File: config.mk
export PLATFORM = sky130hd
export DESIGN_NAME = rvlab_clkdrp_seq
export DESIGN_NICKNAME = d
export VERILOG_FILES = /design/src/rtl/rvlab_clkdrp_pkg.sv /design/src/rtl/rvlab_clkdrp_seq.sv
export SDC_FILE = /design/constraint.sdc
export NUM_CORES = 1
export LEC_CHECK = 0
export CAP_MARGIN = 25
export CORE_MARGIN = 2
export CORE_UTILIZATION = 25
export DETAILED_ROUTE_END_ITERATION = 6
export SLEW_MARGIN = 20
export SYNTH_ARGS = -nofsm -noshare
export SYNTH_HDL_FRONTEND = slang
export SYNTH_SLANG_ARGS = --single-unit
File: constraint.sdc
create_clock -name clk_i -period 2.09 [get_ports clk_i]
set_input_delay 0.627 -clock clk_i [delete_from_list [all_inputs] [get_ports clk_i]]
set_output_delay 0.627 -clock clk_i [all_outputs]
set_load 0.1 [all_outputs]
File: src/rtl/rvlab_clkdrp_pkg.sv
// rvlab_clkdrp_pkg: shared types for the MMCM DRP reconfiguration sequencer.
// Sequencer states, table entry layout, DRP bus widths and the RMW merge.
package rvlab_clkdrp_pkg;

  localparam int DrpAdrW  = 7;
  localparam int DrpDataW = 16;

  typedef enum logic [2:0] {
    StIdle,
    StRead,
    StReadWait,
    StWrite,
    StWriteWait,
    StRelease,
    StWaitLock
  } clkdrp_seq_state_e;

  typedef struct packed {
    logic [DrpAdrW-1:0]  adr;
    logic [DrpDataW-1:0] mask;
    logic [DrpDataW-1:0] data;
  } drp_entry_t;

  // mask bit 1 keeps the current register bit, 0 takes the new one
  function automatic logic [DrpDataW-1:0] drp_merge(
    input logic [DrpDataW-1:0] cur,
    input drp_entry_t          ent
  );
    return (cur & ent.mask) | (ent.data & ~ent.mask);
  endfunction

endpackage

File: src/rtl/rvlab_clkdrp_seq.sv
// rvlab_clkdrp_seq: walks a register table and read-modify-writes each
// entry into the MMCM over DRP while holding it in reset, then waits for lock.
module rvlab_clkdrp_seq
  import rvlab_clkdrp_pkg::*;
#(
  parameter int NumRegs       = 23,
  parameter int TimeoutCycles = 1023,
  localparam int IdxW = (NumRegs > 1) ? $clog2(NumRegs) : 1,
  localparam int TmrW = $clog2(TimeoutCycles + 1)
) (
  input  logic                clk_i,
  input  logic                rst_ni,
  input  logic                start_i,
  output logic                busy_o,
  output logic                done_o,
  output logic                err_o,
  output logic [IdxW-1:0]     tbl_idx_o,
  input  logic [DrpAdrW-1:0]  tbl_adr_i,
  input  logic [DrpDataW-1:0] tbl_mask_i,
  input  logic [DrpDataW-1:0] tbl_data_i,
  output logic                drp_en_o,
  output logic                drp_we_o,
  output logic [DrpAdrW-1:0]  drp_adr_o,
  output logic [DrpDataW-1:0] drp_di_o,
  input  logic                drp_rdy_i,
  input  logic [DrpDataW-1:0] drp_do_i,
  input  logic                mmcm_locked_i,
  output logic                rst_mmcm_o
);

  clkdrp_seq_state_e   state_q, state_d;
  logic [IdxW-1:0]     idx_q, idx_d;
  logic [TmrW-1:0]     tmr_q, tmr_d, tmr_inc;
  logic                expire;
  drp_entry_t          ent_q, ent_d;
  logic [DrpDataW-1:0] di_q, di_d;
  logic                en_q, en_d;
  logic                we_q, we_d;
  logic                busy_q, busy_d;
  logic                done_q, done_d;
  logic                err_q, err_d;
  logic                rmmcm_q, rmmcm_d;
  logic                last_ent;

  // saturating wait timer; expiry means this cycle is the last one allowed
  always_comb begin
    tmr_inc = tmr_q;
    if (tmr_q != TmrW'(TimeoutCycles)) begin
      tmr_inc = tmr_q + 1'b1;
    end
    expire = (tmr_inc == TmrW'(TimeoutCycles));
  end

  assign last_ent = (idx_q == IdxW'(NumRegs - 1));

  // next-state and registered-output decode
  always_comb begin
    state_d = state_q;
    idx_d   = idx_q;
    tmr_d   = '0;
    ent_d   = ent_q;
    di_d    = di_q;
    en_d    = 1'b0;
    we_d    = 1'b0;
    busy_d  = busy_q;
    done_d  = 1'b0;
    err_d   = err_q;
    rmmcm_d = rmmcm_q;
    unique case (state_q)
      StIdle: begin
        if (start_i) begin
          rmmcm_d = 1'b1;
          busy_d  = 1'b1;
          err_d   = 1'b0;
          idx_d   = '0;
          state_d = StRead;
        end
      end
      StRead: begin
        en_d       = 1'b1;
        ent_d.adr  = tbl_adr_i;
        ent_d.mask = tbl_mask_i;
        ent_d.data = tbl_data_i;
        state_d    = StReadWait;
      end
      StReadWait: begin
        tmr_d = tmr_inc;
        if (drp_rdy_i) begin
          di_d    = drp_merge(drp_do_i, ent_q);
          state_d = StWrite;
        end else if (expire) begin
          err_d   = 1'b1;
          done_d  = 1'b1;
          rmmcm_d = 1'b0;
          busy_d  = 1'b0;
          state_d = StIdle;
        end
      end
      StWrite: begin
        en_d    = 1'b1;
        we_d    = 1'b1;
        state_d = StWriteWait;
      end
      StWriteWait: begin
        tmr_d = tmr_inc;
        if (drp_rdy_i) begin
          if (last_ent) begin
            state_d = StRelease;
          end else begin
            idx_d   = idx_q + 1'b1;
            state_d = StRead;
          end
        end else if (expire) begin
          err_d   = 1'b1;
          done_d  = 1'b1;
          rmmcm_d = 1'b0;
          busy_d  = 1'b0;
          state_d = StIdle;
        end
      end
      StRelease: begin
        rmmcm_d = 1'b0;
        state_d = StWaitLock;
      end
      StWaitLock: begin
        tmr_d = tmr_inc;
        if (mmcm_locked_i) begin
          done_d  = 1'b1;
          busy_d  = 1'b0;
          state_d = StIdle;
        end else if (expire) begin
          err_d   = 1'b1;
          done_d  = 1'b1;
          busy_d  = 1'b0;
          state_d = StIdle;
        end
      end
      default: begin
        rmmcm_d = 1'b0;
        busy_d  = 1'b0;
        state_d = StIdle;
      end
    endcase
  end

  // state and output registers; reset also releases the MMCM
  always_ff @(posedge clk_i or negedge rst_ni) begin
    if (!rst_ni) begin
      state_q <= StIdle;
      idx_q   <= '0;
      tmr_q   <= '0;
      ent_q   <= '0;
      di_q    <= '0;
      en_q    <= 1'b0;
      we_q    <= 1'b0;
      busy_q  <= 1'b0;
      done_q  <= 1'b0;
      err_q   <= 1'b0;
      rmmcm_q <= 1'b0;
    end else begin
      state_q <= state_d;
      idx_q   <= idx_d;
      tmr_q   <= tmr_d;
      ent_q   <= ent_d;
      di_q    <= di_d;
      en_q    <= en_d;
      we_q    <= we_d;
      busy_q  <= busy_d;
      done_q  <= done_d;
      err_q   <= err_d;
      rmmcm_q <= rmmcm_d;
    end
  end

  assign busy_o     = busy_q;
  assign done_o     = done_q;
  assign err_o      = err_q;
  assign tbl_idx_o  = idx_q;
  assign drp_en_o   = en_q;
  assign drp_we_o   = we_q;
  assign drp_adr_o  = ent_q.adr;
  assign drp_di_o   = di_q;
  assign rst_mmcm_o = rmmcm_q;

endmodule

# [Word-level counts from Yosys, hierarchy flattened]
# Index checks and enable logic that the tools add are counted.
[word_totals] inputBits=60 wordCells=81 ff_bits=79 out_inout_bits=34
[classes] bitwise_logic=6 add_sub_neg=2 eq_ne=15 n_mux=32 n_reduce_logical=13
[op_table] operator="16-bit bitwise AND" n=2
[op_table] operator="3-bit one-hot mux with 7 select lines" n=1
[op_table] operator="10-bit 2-to-1 mux" n=2
[op_table] operator="3-bit 2-to-1 mux" n=6
[op_table] operator="16-bit NOT" n=1
[op_table] operator="16-bit bitwise OR" n=1
[op_table] operator="1-bit 2-to-1 mux" n=15
[op_table] operator="5-bit 2-to-1 mux" n=3
[op_table] operator="4-bit AND reduction" n=3
[op_table] operator="10-bit by 1-bit adder with 10-bit output (second input constant)" n=1
[op_table] operator="10-bit == test (second input constant)" n=1
[op_table] operator="10-bit inequality test (second input constant)" n=1
[op_table] operator="2-bit inequality test (second input constant)" n=5
[op_table] operator="5-bit one-hot mux with 2 select lines" n=1
[op_table] operator="3-bit == test (second input constant)" n=3
[op_table] operator="3-bit OR reduction" n=3
[op_table] operator="3-bit by 2-bit == test with 1-bit output (second input constant)" n=2
[op_table] operator="1-bit one-hot mux with 3 select lines" n=2
[op_table] operator="5-bit by 1-bit adder with 5-bit output (second input constant)" n=1
[op_table] operator="5-bit == test (second input constant)" n=1
[op_table] operator="1-bit one-hot mux with 4 select lines" n=1
[op_table] operator="2-bit OR reduction" n=2
[op_table] operator="3-bit by 1-bit == test with 1-bit output (second input constant)" n=1
[op_table] operator="3-bit logical NOT" n=1
[op_table] operator="other kinds (7)" n=8

# [Longest topological paths before layout]
[depth] ltp_word=6 mapped_depth=7 mapped_depth_nobuf=7

# [Worst setup path after synthesis]
# OpenSTA, ideal clock, no wires.
[synth_path] path_kind="register -> register" startpoint="register idx_q[0], in the netlist tbl_idx_o[0]" endpoint="register idx_q[3], in the netlist tbl_idx_o[3]" path_buffers=0 required_time_ns=2.016 path_slack_ns=-0.568 stages_incl_launch_ff=8 arrival_time_ns=2.584 synth_period_minus_slack_ns=2.658 setup_time_ns=0.074 path_cell_list="dfrtp_1 inv_1 ha_1 and4b_1 nor4_1 nand4_1 xor2_1 nor2_1"
[synth_between] elab_chain_cells=4 word_cells_on_any_way=7 classes_between="add/sub (1); eq/ne (2); mux (3); reduce/logical (1)"
[synth_rtl] element="start: declaration" line="rvlab_clkdrp_seq.sv:32" rtl="logic [IdxW-1:0] idx_q, idx_d;"
[synth_rtl] element="start signal: assignment" line="rvlab_clkdrp_seq.sv:162" rtl="idx_q <= idx_d;"
[synth_rtl] element="5-bit by 1-bit adder with 5-bit output" line="rvlab_clkdrp_seq.sv:110" rtl="idx_d = idx_q + 1'b1;"
[synth_rtl] element="5-bit 2-to-1 mux" line="rvlab_clkdrp_seq.sv:107" rtl="if (last_ent) begin"
[synth_rtl] element="5-bit 2-to-1 mux" line="rvlab_clkdrp_seq.sv:106" rtl="if (drp_rdy_i) begin"
[synth_rtl] element="5-bit one-hot mux with 2 select lines" line="rvlab_clkdrp_seq.sv:69" rtl="unique case (state_q)"
# Several ways; a longest one is shown, not always the timed one. The select of a mux whose other input is x is not followed.
# A chain may end at the register's enable or synchronous reset.

# [Final worst setup path]
[layout_path] startpoint="register tmr_q[1]" endpoint="register state_q[2]"
[layout_between] elab_chain_cells=6 word_cells_on_any_way=9 classes_between="add/sub (1); eq/ne (2); mux (6)"
[layout_rtl] element="start: declaration" line="rvlab_clkdrp_seq.sv:33" rtl="logic [TmrW-1:0] tmr_q, tmr_d, tmr_inc;"
[layout_rtl] element="start signal: assignment" line="rvlab_clkdrp_seq.sv:163" rtl="tmr_q <= tmr_d;"
[layout_rtl] element="10-bit by 1-bit adder with 10-bit output / 10-bit inequality test (equally long branches)" line="rvlab_clkdrp_seq.sv:49, rvlab_clkdrp_seq.sv:48"
[layout_rtl] element="10-bit 2-to-1 mux (*)" line="rvlab_clkdrp_seq.sv:48" rtl="if (tmr_q != TmrW'(TimeoutCycles)) begin"
[layout_rtl] element="10-bit == test (*)" line="rvlab_clkdrp_seq.sv:51" rtl="expire = (tmr_inc == TmrW'(TimeoutCycles));"
[layout_rtl] element="3-bit 2-to-1 mux (*)"
[layout_rtl] element="3-bit 2-to-1 mux, on equally long branches"
[layout_rtl] element="3-bit one-hot mux with 7 select lines (*)"
[layout_rtl] element="end signal: assignment" line="rvlab_clkdrp_seq.sv:149" rtl="state_q <= StIdle;"
[layout_rtl] element="end signal: assignment" line="rvlab_clkdrp_seq.sv:161" rtl="state_q <= state_d;"
[layout_rtl] element="end: declaration" line="rvlab_clkdrp_seq.sv:31" rtl="clkdrp_seq_state_e state_q, state_d;"
# Every way passes the cells marked *; elsewhere a longest branch is shown, timed or not.

==> flow_summary.json <==
{
  "outcome": "finished, final reports clean",
  "drtIter0Drc": 98,
  "diodes": 0,
  "rsz0062_at_grt": "no",
  "synthTopCellsByCount": "79 x dfrtp_1, 39 x mux2_2, 33 x nor2_1, 24 x nand2_1, 21 x a21oi_1",
  "wl_um": 7830,
  "crit_arrival_ns": 2.23,
  "io_pins": 94,
  "start_util_pct": 25.6,
  "tightest_slew_ns": 0.475,
  "ys_types": 42,
  "crit_path_top_delay_cell": "dfrtp_1",
  "finalHoldViolations": 0,
  "cts-root-buf": "clkbuf_16",
  "finalCriticalPeriod_ns": 2.01,
  "peakVddDrop_uv": 622,
  "dpl.hpwl_um": 5660,
  "synth-edff-count": 0,
  "clkSinkCount": 79,
  "slew_headroom_pct": 67.9,
  "final_max_slew_viol_count": 0,
  "routed_via_density": 4.43,
  "yosysWarningCount": 0,
  "yosysSeqAreaShare_pct": 55.4,
  "start_kind": "flop",
  "die_y_um": 123,
  "syn_inst": 308,
  "placed_area_mm2": 0.00516,
  "port_buffers": 93,
  "critPathKind": "flop to flop",
  "final_area_mm2": 0.00548,
  "die_w_um": 123,
  "num_vias": 2650,
  "timing.final.ws_setup_ns": 0.0753,
  "dieArea_mm2": 0.0153,
  "async_reset_ff_share_pct": 100,
  "grt_pass1_wl_um": 12700,
  "crit_fanout": 6,
  "drive_gt1_share_pct": 29.9,
  "ys.flop_type": "dfrtp_1",
  "drv_cap": 0,
  "ant_nets": 0,
  "yosys-top-cells-area": "dfrtp_1 55%, mux2_2 12%, mux2i_1 5.6%",
  "hold_buffers": 0,
  "syn2layout_area_growth_pct": 53.6,
  "clock_latency_ns": 0.33,
  "row_count": 43,
  "ys_seq_elements": 79,
  "min_path_type": "input pin to async pin",
  "wl_per_cell_um": 13.1,
  "max_freq_mhz": 496,
  "firstDrtPassIters": 4,
  "synth_largest_area_cell": "dfrtp_1",
  "drc": 0,
  "synth_area_per_cell_um2": 11.6,
  "htreeDepth": 3,
  "clk_pin_slew_ns": 0.06,
  "setup_viol": 0,
  "worstPathCellList": "ha_2 -> or2b_2 -> a2111oi_4 -> o211ai_2 -> o31a_1",
  "first_global_vias": 2587,
  "cts_max_path_buffers": 2,
  "end_kind": "flop",
  "fin_crit_sh_pct": 96.4,
  "dp_slack_ns": -0.00907,
  "cp.required_ns": 2.31,
  "slowest_delay_ns": 0.43,
  "yosysMostFrequentCell": "dfrtp_1",
  "core_mm2": 0.0139,
  "syn_area_mm2": 0.00357,
  "clock_skew_ns": 0.00765,
  "grt_usage_pct": 10.8,
  "syn-num-nets": 371,
  "gp_congestion": 0.841,
  "p_leak_nw": 2.31,
  "final_util_pct": 39.4,
  "antenna_found_initial": 0,
  "cts_tree": "yes",
  "nets": 476,
  "total_power_mw": 9.35,
  "grt_max_degree": 45,
  "power-per-cell-area_mw_per_mm2": 1700,
  "synth_top_area_share_pct": 55.4,
  "grt-ovfl-total": 0,
  "cts_made_buffers": 9
}
through the flow:
stage	std cells	hold WS (ns)	TNS (ns)
2_1_floorplan	308	0.331	0
3_3_place_gp	581	0.455	0
3_5_place_dp	581	0.475	-0.0109
4_1_cts	597	0.130	0
5_1_grt	598	0.136	0
6_report	598	0.143	0
state kept, by name, indices dropped and copies added (netlist names):
signal,count
ent_q,32
busy_o,1
done_o,1
rst_mmcm_o,1
drp_en_o,1
drp_di_o,16
tbl_idx_o,5
drp_we_o,1
drp_adr_o,7
tmr_q,10
state_q,3
err_o,1
worst max-delay path: cells and delay by family (launching register included):
family / cells / cell delay (ns)
compound gates: 3 / 0.81
fa+ha+maj: 1 / 0.35
flops: 1 / 0.43
simple gates: 1 / 0.32
repair_timing:
item / in CTS / in global routing
resized for setup: 0 / 3
setup buffers: 0 / 1
hold endpoints to repair: 0 / 0
setup endpoints to repair: 0 / 2
where the power goes:
group          switching [mW]  total (mW)  internal (mW)
Combinational            2.97        5.07           2.10
Sequential              0.518        2.70           2.19
Clock                   0.617        1.57          0.958
Total                    4.10        9.35           5.24
final timing paths:
| path | start | end | cells after the start | slack, ns |
|---|---|---|---|---|
| worst max-delay path | tmr_q[1] | state_q[2] | 5 | 0.08 |
| worst min-delay path | rst_ni | state_q[2] | 1 | 0.14 |
| worst max register to register | tmr_q[1] | state_q[2] | 5 | 0.08 |
| worst min register to register | state_q[2] | drp_en_o | 1 | 0.48 |
| max in group asynchronous | rst_ni | tmr_q[0] | 2 | 1.37 |
| min in group clk_i | state_q[2] | drp_en_o | 1 | 0.48 |
final cells by class:
| cell class | instances | area [um2] |
|---|---|---|
| Tap cell | 180 | 225 |
| Fill cell | 1283 | 8450 |
| Clock inverter | 5 | 57.6 |
| Multi-Input combinational cell | 206 | 1500 |
| Timing Repair Buffer | 113 | 1460 |
| Sequential cell | 79 | 1990 |
| Inverter | 4 | 15.0 |
| Clock buffer | 11 | 243 |
cells by family (layout without fill, tap and decap cells):
family	after synthesis	count (layout)	synth area share [%]
adder cells (fa/ha/maj)	3	3	1.05
AO/OA/AOI/OAI	48	48	8.41
XOR/XNOR	9	9	2.21
buffers and inverters	23	133	3.33
AND/OR/NAND/NOR	87	87	11.7
flip-flops	79	79	55.4
multiplexers	59	59	17.9
per-layer routing:
metal  GRT usage, %  wire [um]  share of wire (%)
met5              0          0                  0
met4           4.55        124                1.6
met3           3.09        469                6.0
met2           17.0       3770                 48
met1           13.9       3460                 44
layout by cell type (no fill, tap or decap), types with 3 or more instances in the layout:
cell type and n:
nand2b_1 3, clkbuf_16 9, clkdlybuf4s50_1 58, nand4_1 5, a31oi_1 3, inv_1 4
nand2_1 24, a21oi_1 21, nor2_1 33, buf_12 37, mux2i_1 20, xor2_1 7
mux2_2 39, nand3_1 4, dfrtp_1 74, dfrtp_2 4, buf_4 18, o21ai_0 10
No activity file was read; power rests on OpenSTA's default activity.
